## src/rtl/i2c_pkg.sv

```systemverilog
// Shared types and constants for the I2C responder.
package i2c_pkg;

  localparam int unsigned CNT_W = 4;

  localparam logic       I2C_ACK        = 1'b0;
  localparam logic       I2C_NACK       = 1'b1;
  localparam logic [6:0] I2C_GCALL_ADDR = 7'h00;

  typedef enum logic [2:0] {
    IDLE,
    ADDR,
    ADDR_ACK,
    WRITE,
    WRITE_ACK,
    READ,
    READ_ACK,
    WAIT_STOP
  } i2c_state_e;

endpackage

```

## src/rtl/i2c_line_sync.sv

```systemverilog
// SCL/SDA synchronizers plus edge, START and STOP detection.
module i2c_line_sync #(
  parameter int unsigned SYNC_STAGES = 2
) (
  input  logic clk,
  input  logic reset,
  input  logic i2c_scl,
  input  logic i2c_sda_i,
  output logic scl_rise,
  output logic scl_fall,
  output logic start_det,
  output logic stop_det,
  output logic sda_s
);

  logic [SYNC_STAGES-1:0] scl_sync;
  logic [SYNC_STAGES-1:0] sda_sync;
  logic                   scl_d;
  logic                   sda_d;
  logic                   scl_s;

  // Synchronizer chains plus one delay flop; reset to the idle-bus level so no false edges appear
  always_ff @(posedge clk or posedge reset) begin
    if (reset) begin
      scl_sync <= '1;
      sda_sync <= '1;
      scl_d    <= 1'b1;
      sda_d    <= 1'b1;
    end else begin
      scl_sync <= {scl_sync[SYNC_STAGES-2:0], i2c_scl};
      sda_sync <= {sda_sync[SYNC_STAGES-2:0], i2c_sda_i};
      scl_d    <= scl_sync[SYNC_STAGES-1];
      sda_d    <= sda_sync[SYNC_STAGES-1];
    end
  end

  assign scl_s     = scl_sync[SYNC_STAGES-1];
  assign sda_s     = sda_sync[SYNC_STAGES-1];
  assign scl_rise  = scl_s & ~scl_d;
  assign scl_fall  = ~scl_s & scl_d;
  assign start_det = scl_s & scl_d & sda_d & ~sda_s;
  assign stop_det  = scl_s & scl_d & ~sda_d & sda_s;

endmodule

```

## src/rtl/i2c_slave.sv

```systemverilog
// I2C responder: address match, byte write to local logic, byte read from local logic.
// Optional macro I2C_SLAVE_GCALL_EN: ACK general-call writes to address 7'h00.
module i2c_slave
  import i2c_pkg::*;
#(
  parameter logic [6:0]  SLAVE_ADDR  = 7'h50,
  parameter int unsigned SYNC_STAGES = 2
) (
  input  logic       clk,
  input  logic       reset,
  input  logic       i2c_scl,
  input  logic       i2c_sda_i,
  output logic       i2c_sda_o,
  output logic [7:0] rx_data,
  output logic       rx_valid,
  input  logic [7:0] tx_data,
  output logic       tx_req,
  output logic       busy
);

  logic scl_rise, scl_fall, start_det, stop_det, sda_s;

  i2c_state_e       state, state_n;
  logic [CNT_W-1:0] cnt, cnt_n;
  logic [7:0]       shift, shift_n;
  logic [7:0]       tx_sh, tx_sh_n;
  logic             rw, rw_n;
  logic             sda_n;
  logic [7:0]       rx_data_n;
  logic             rx_valid_n, tx_req_n, busy_n;
  logic             addr_hit;

  i2c_line_sync #(.SYNC_STAGES(SYNC_STAGES)) u_sync (
    .clk       (clk),
    .reset     (reset),
    .i2c_scl   (i2c_scl),
    .i2c_sda_i (i2c_sda_i),
    .scl_rise  (scl_rise),
    .scl_fall  (scl_fall),
    .start_det (start_det),
    .stop_det  (stop_det),
    .sda_s     (sda_s)
  );

`ifdef I2C_SLAVE_GCALL_EN
  assign addr_hit = (shift[7:1] == SLAVE_ADDR) ||
                    ((shift[7:1] == I2C_GCALL_ADDR) && (shift[0] == 1'b0));
`else
  assign addr_hit = (shift[7:1] == SLAVE_ADDR);
`endif

  // State and output registers; reset releases SDA immediately
  always_ff @(posedge clk or posedge reset) begin
    if (reset) begin
      state     <= IDLE;
      cnt       <= '0;
      shift     <= '0;
      tx_sh     <= '0;
      rw        <= 1'b0;
      i2c_sda_o <= 1'b1;
      rx_data   <= '0;
      rx_valid  <= 1'b0;
      tx_req    <= 1'b0;
      busy      <= 1'b0;
    end else begin
      state     <= state_n;
      cnt       <= cnt_n;
      shift     <= shift_n;
      tx_sh     <= tx_sh_n;
      rw        <= rw_n;
      i2c_sda_o <= sda_n;
      rx_data   <= rx_data_n;
      rx_valid  <= rx_valid_n;
      tx_req    <= tx_req_n;
      busy      <= busy_n;
    end
  end

  // Next-state and output logic; bus conditions win over bit processing
  always_comb begin
    state_n    = state;
    cnt_n      = cnt;
    shift_n    = shift;
    tx_sh_n    = tx_sh;
    rw_n       = rw;
    sda_n      = i2c_sda_o;
    rx_data_n  = rx_data;
    rx_valid_n = 1'b0;
    tx_req_n   = 1'b0;
    busy_n     = busy;

    if (stop_det) begin
      state_n = IDLE;
      cnt_n   = '0;
      sda_n   = 1'b1;
      busy_n  = 1'b0;
    end else if (start_det) begin
      state_n = ADDR;
      cnt_n   = '0;
      sda_n   = 1'b1;
    end else begin
      case (state)
        IDLE: ;
        ADDR: begin
          if (scl_rise) begin
            shift_n = {shift[6:0], sda_s};
            cnt_n   = cnt + CNT_W'(1);
          end else if (scl_fall && cnt == CNT_W'(8)) begin
            if (addr_hit) begin
              sda_n   = I2C_ACK;
              busy_n  = 1'b1;
              rw_n    = shift[0];
              state_n = ADDR_ACK;
            end else begin
              busy_n  = 1'b0;
              state_n = WAIT_STOP;
            end
          end
        end
        ADDR_ACK: begin
          if (scl_fall) begin
            if (!rw) begin
              sda_n   = 1'b1;
              cnt_n   = '0;
              state_n = WRITE;
            end else begin
              sda_n    = tx_data[7];
              tx_sh_n  = {tx_data[6:0], 1'b0};
              tx_req_n = 1'b1;
              cnt_n    = CNT_W'(1);
              state_n  = READ;
            end
          end
        end
        WRITE: begin
          if (scl_rise) begin
            shift_n = {shift[6:0], sda_s};
            cnt_n   = cnt + CNT_W'(1);
            if (cnt == CNT_W'(7)) begin
              rx_data_n  = {shift[6:0], sda_s};
              rx_valid_n = 1'b1;
            end
          end else if (scl_fall && cnt == CNT_W'(8)) begin
            sda_n   = I2C_ACK;
            state_n = WRITE_ACK;
          end
        end
        WRITE_ACK: begin
          if (scl_fall) begin
            sda_n   = 1'b1;
            cnt_n   = '0;
            state_n = WRITE;
          end
        end
        READ: begin
          if (scl_fall) begin
            if (cnt == CNT_W'(8)) begin
              sda_n   = 1'b1;
              state_n = READ_ACK;
            end else begin
              sda_n   = tx_sh[7];
              tx_sh_n = {tx_sh[6:0], 1'b0};
              cnt_n   = cnt + CNT_W'(1);
            end
          end
        end
        READ_ACK: begin
          if (scl_rise && sda_s == I2C_NACK) begin
            busy_n  = 1'b0;
            state_n = WAIT_STOP;
          end else if (scl_fall) begin
            sda_n    = tx_data[7];
            tx_sh_n  = {tx_data[6:0], 1'b0};
            tx_req_n = 1'b1;
            cnt_n    = CNT_W'(1);
            state_n  = READ;
          end
        end
        WAIT_STOP: ;
        default: state_n = IDLE;
      endcase
    end
  end

endmodule

```

## config.mk

```make
export PLATFORM = sky130hd
export DESIGN_NAME = i2c_slave
export DESIGN_NICKNAME = d
export VERILOG_FILES = /design/src/rtl/i2c_pkg.sv /design/src/rtl/i2c_line_sync.sv /design/src/rtl/i2c_slave.sv
export SDC_FILE = /design/constraint.sdc
export NUM_CORES = 1
export LEC_CHECK = 0
export ABC_CLOCK_PERIOD_IN_PS = 1680
export CORE_AREA = 2 2 93 86
export CTS_CLUSTER_DIAMETER = 100
export DETAILED_ROUTE_END_ITERATION = 10
export DIE_AREA = 0 0 95 88
export GPL_ROUTABILITY_DRIVEN = 1
export PLACE_DENSITY = 0.49
export SETUP_SLACK_MARGIN = 0.3
export SKIP_LAST_GASP = 1
export SLEW_MARGIN = 20
export SYNTH_ARGS = -nofsm -noshare
export SYNTH_HDL_FRONTEND = slang
export SYNTH_SLANG_ARGS = --single-unit
export TNS_END_PERCENT = 10
```

## constraint.sdc

```tcl
create_clock -name clk -period 1.68 [get_ports clk]
set_input_delay 0.168 -clock clk [delete_from_list [all_inputs] [get_ports clk]]
set_output_delay 0.168 -clock clk [all_outputs]
set_load 0.005 [all_outputs]
```

# Word-level counts from Yosys, hierarchy flattened
# Cells that the tools add are included.
# op_classes
add_sub_neg	1
n_eq_ne	33
n_mux	67
bitwise_logic	14
reduce_logical	15
# ops
cell	count
8-bit 2-to-1 mux	6
4-bit inequality test (second input constant)	12
3-bit 2-to-1 mux	14
4-bit 2-to-1 mux	9
1-bit 2-to-1 mux	32
8-bit case mux with 3 select lines	1
4-bit case mux with 5 select lines	1
3-bit case mux with 6 select lines	1
2-bit inequality test (second input constant)	6
11-bit AND reduction	1
10-bit AND reduction	1
5-bit AND reduction	2
3-bit equality test (second input constant)	3
3-bit inequality test (second input constant)	3
9-bit AND reduction	1
8-bit AND reduction	1
8-bit nonzero test	1
1-bit AND	7
7-bit equality test (second input constant)	1
1-bit NOT	7
7-bit nonzero test	1
3-bit by 2-bit equality test with 1-bit output (second input constant)	2
1-bit case mux with 6 select lines	1
6-bit AND reduction	1
12 further kinds	15
# totals
ff_bits	42
output_inout_bits	12
elab_cells	144

# Depth between registers and ports, before layout
# logic_depth
depth_word	8
ltp_mapped	8
mapped_depth_nobuf	6

# Modules after synthesis
# Synthesis repeated with hierarchy kept, for this count alone.
# unflattened
hier_cells	183
hier_area_um2	2018.2
# by_module_without_submodules
module	instances	cells_per_inst	area_each_um2
i2c_slave	1	172	1824.2
i2c_line_sync	1	11	193.9

# Least setup slack after synthesis
# No wires, ideal clock.
# synth_path
path_kind	register -> register
from	register cnt[0]
to	register cnt[1]
setup_ps	77
arrival_time_ps	1791
required_time_ps	1603
slack_ps	-189
stages_incl_launch_ff	9
n_path_buf	2
synth_period_minus_slack_ps	1869
path_cell_list	dfrtp_1 > inv_1 > ha_1 > and3b_1 > buf_2 > and3_1 > buf_2 > or4b_1 > a21oi_1
# synth_between
elab_chain_len	6
# synth_rtl
item	line	source
start: declaration	i2c_slave.sv:24	logic [CNT_W-1:0] cnt, cnt_n;
start signal: assignment	i2c_slave.sv:67	cnt <= cnt_n;
4-bit by 1-bit adder with 4-bit output	i2c_slave.sv:107, i2c_slave.sv:138, i2c_slave.sv:163	
4-bit 2-to-1 mux	i2c_slave.sv:157	if (cnt == CNT_W'(8)) begin
4-bit 2-to-1 mux	i2c_slave.sv:156	if (scl_fall) begin
4-bit case mux with 5 select lines	i2c_slave.sv:102	case (state)
4-bit 2-to-1 mux	i2c_slave.sv:97	end else if (start_det) begin
4-bit 2-to-1 mux	i2c_slave.sv:92	if (stop_det) begin
# Parallel ways exist; a longest one is shown, timed or not. The select of a mux whose other input is x is not followed.
# A chain may end at the register's enable or synchronous reset.

# Worst setup path in the final report
# layout_path
from	register u_sync.scl_sync[1]
to	register rx_data[5]
# layout_between
elab_chain_len	5
# layout_rtl
item	line	source
start: declaration	i2c_line_sync.sv:16	logic [SYNC_STAGES-1:0] scl_sync;
start signal: assignment	i2c_line_sync.sv:30	scl_sync <= {scl_sync[SYNC_STAGES-2:0], i2c_scl};
1-bit AND	i2c_line_sync.sv:41, i2c_line_sync.sv:42	
1-bit AND, on equally long branches (2 in a row)	i2c_line_sync.sv:42, i2c_line_sync.sv:41	
1-bit NOT (no line)	--	
5-bit AND reduction (no line) *	--	
end signal: assignment	i2c_slave.sv:72	rx_data <= rx_data_n;
end: declaration	i2c_slave.sv:14	output logic [7:0] rx_data,
# Every way passes the cells marked *; elsewhere a longest branch is shown, timed or not.

==> flow_metrics.env <==
export IMPL_syn_nets=209
export IMPL_synth_flop_cell="dfrtp_1"
export IMPL_yosysUniqueCellTypes=46
export IMPL_drt_initial_drc_count=126
export IMPL_ys_seq_area_share_pct=49.3
export IMPL_ys_warn_count=0
export IMPL_fill_cells=732
export IMPL_layout_setup_ws_ns=-0.0922
export IMPL_r2r_setup_slack_ns=-0.09
export IMPL_r2r_cells=5
export IMPL_num_vias=1749
export IMPL_layout_common_cells="45 x buf_4, 34 x dfrtp_1, 23 x clkdlybuf4s50_1"
export IMPL_crit_buf_inv=2
export IMPL_slowest_stage="dfstp_2"
export IMPL_synth_area_leaders="dfrtp_1 41%, dfstp_2 8.8%, mux2_2 8.0%"
export IMPL_overflow=0
export IMPL_synth_top_cell_by_area="dfrtp_1"
export IMPL_reg2reg_to="rx_data[5]"
export IMPL_synth_top_area_share_pct=40.5
export IMPL_synth_enable_flop_cells=0
export IMPL_cp_start_kind="register"
export IMPL_grt_max_degree=42
export IMPL_critPathArrivalTime_ns=1.96
export IMPL_placed_cell_area_sq_um=2760
export IMPL_maxCapViolCount=0
export IMPL_worstMarginPinSlew_ns=0.433
export IMPL_hpwlAfterDp_microns=3510
export IMPL_status="finished with violations"
export IMPL_firstDrtPassIters=4
export IMPL_areaGrowthSynthToFinish_pct=40.6
export IMPL_core_area_sq_um=7390
export IMPL_final_common_cell="buf_4"
export IMPL_rsz0062_at_grt="yes"
export IMPL_start_util_pct=28.4
export IMPL_critPathTopFamily="flip-flops"
export IMPL_crit_required_ns=1.87
export IMPL_final_max_slew_viol_count=0
export IMPL_skew_ns=0.0110
export IMPL_wl_microns=4980
export IMPL_drive_gt1_share_pct=37.4
export IMPL_fin_cells=358
export IMPL_insertion_delay_ns=0.30
export IMPL_syn_cell_area_sq_um=2100
export IMPL_max_stage_delay_ns=0.56
export IMPL_r2r_start="u_sync.scl_sync[1]"
export IMPL_period_needed_ns=1.77
export IMPL_nets=275
export IMPL_cts_num_sinks=41
export IMPL_port_buffers=23
export IMPL_setup_violations_final=13
export IMPL_vdd_ir_drop_max_mv=0.527
export IMPL_layout_worst_path_cycle_share_pct=105
export IMPL_min_path_type="in2async"
export IMPL_rows=30
export IMPL_ys_ff_latch=41
export IMPL_finish_instance_area_sq_um=2950
export IMPL_pwr_density_cell_nw_per_um2=1340
export IMPL_p_leak_uw=0.00129
export IMPL_htreeDepth=2
export IMPL_grt_total_usage_pct=13.2
export IMPL_syn_inst=195
export IMPL_violations="negative setup slack"
export IMPL_critPathKind="reg2reg"
export IMPL_antenna_found_initial=0
export IMPL_path_cells="and4bb_2 > buf_6 > nor4b_4 > buf_4 > mux2_4"
export IMPL_ios=24
export IMPL_cts_tree="yes"
export IMPL_wire_per_inst_microns=13.9
export IMPL_max_clock_path_buffers=2
export IMPL_grt_pass1_vias=1770
export IMPL_hold_violations=0
export IMPL_dp_cells=347
export IMPL_path_clk_slew_ns=0.09
export IMPL_cp_max_fo=4
export IMPL_fp_dieH_microns=88
export IMPL_cts_root_buffer="clkbuf_8"
export IMPL_endpoint_kind="register"
export IMPL_n_antenna_cell=0
export IMPL_antenna_left=0
export IMPL_cts_buffers=5
export IMPL_die_w_microns=95
export IMPL_max_clock_freq_ghz=0.564
export IMPL_grt_pass1_wl_microns=8510
export IMPL_dieArea_sq_um=8360
export IMPL_drc=0
export IMPL_routed_via_density=4.89
export IMPL_hold_buffers=0
export IMPL_slew_headroom_pct=70.8
export IMPL_async_reset_ff_share_pct=100
export IMPL_avgSynthCellArea_sq_um=10.8
export IMPL_gp_congestion=0.859
through the flow:
stage	setup TNS [ns]	utilization [%]	total power (uW)	worst slack, ns	hold WS [ns]
global route	-2.47	39.9	4280	-0.182	0.245
floorplan	-1.52	-	2430	-0.168	0.172
global placement	-1.17	37.3	3230	-0.114	0.347
finish	-0.840	39.9	3960	-0.0922	0.215
CTS	-1.27	39.3	3950	-0.119	0.236
detailed placement	-1.30	37.3	3230	-0.173	0.348
per-layer routing:
metal  global-route usage [%]  vias up  wire length [microns]
met5                        0        -                      0
met4                     5.01        0                     51
met3                     2.75        4                    161
met2                     19.8       27                   2320
met1                     18.7      860                   2450
li1                         -      858                      -
logic make-up (layout without fill, tap and decap cells):
kind of cell,count (synthesis),after routing,share of synthesized area (%)
mux,22,22,11.4
simple gates,52,52,15.9
fa+ha+maj,2,2,1.19
flops,41,41,49.3
buf+inv,23,90,4.83
xor+xnor,1,1,0.417
compound gates,54,54,17.0
area by class of cell:
class                   count  area (sq um)  area share [%]
clock buffers               5          68.8            2.33
repair buffers             72           631            21.4
inverters                  10          37.5            1.27
flip-flops and latches     41          1030            35.0
clock inverters             3          21.3           0.720
multi-input cells         131          1040            35.2
well taps                  96           120            4.07
registers in the layout, summed over array words and instances (netlist names):
register         cells
state                3
u_sync.sda_sync      2
i2c_sda_o            1
u_sync.scl_d         1
tx_req               1
u_sync.scl_sync      2
cnt                  4
rw                   1
rx_valid             1
shift                8
tx_sh                7
rx_data              8
u_sync.sda_d         1
busy                 1
repair_timing:
item | CTS | global route
pin swaps | 2 | 6
setup endpoints to repair | 35 | 37
gates resized for setup | 12 | 9
setup buffers | 2 | 1
cells in the mapped netlist (2+ instances only):
master and number:
o31ai_1 2, nand3b_1 2, dfrtp_1 34, or4_1 2, nand2b_1 2, nor2b_1 7
o21ai_0 10, nand3_1 3, nand2_1 10, a31o_2 3, inv_1 10, a31oi_1 10
mux2i_1 7, and4bb_2 2, buf_2 6, nor3b_1 2, nor4bb_1 2, nand4_1 3
ha_1 2, dfstp_2 7, o21a_1 2, and3b_1 3, nor2_1 7, o311ai_0 2
clkbuf_1 6, mux2_2 15, o22ai_1 2, a21oi_1 12, nor3_1 3
worst min-delay path: cells and delay by family:
| kind | cells | cell delay, ns |
|---|---|---|
| buffers and inverters | 3 | 0.72 |
worst max-delay path by stage:
stage / start / to / slack, ns / cells past startpoint
after floorplan: u_sync.scl_sync[1] / rx_data[0] / -0.17 / 4
after global placement: u_sync.scl_sync[1] / rx_data[0] / -0.11 / 5
after detailed placement: u_sync.scl_sync[1] / cnt[3] / -0.17 / 5
after CTS: u_sync.scl_sync[1] / rx_data[5] / -0.12 / 5
after global routing: u_sync.scl_sync[1] / rx_data[6] / -0.18 / 5
final: u_sync.scl_sync[1] / rx_data[5] / -0.09 / 5
power by group:
part           internal, uW  switching [uW]
clock                   295             373
combinational          1010             871
sequential             1240             174
(Power assumes the default switching activity.)
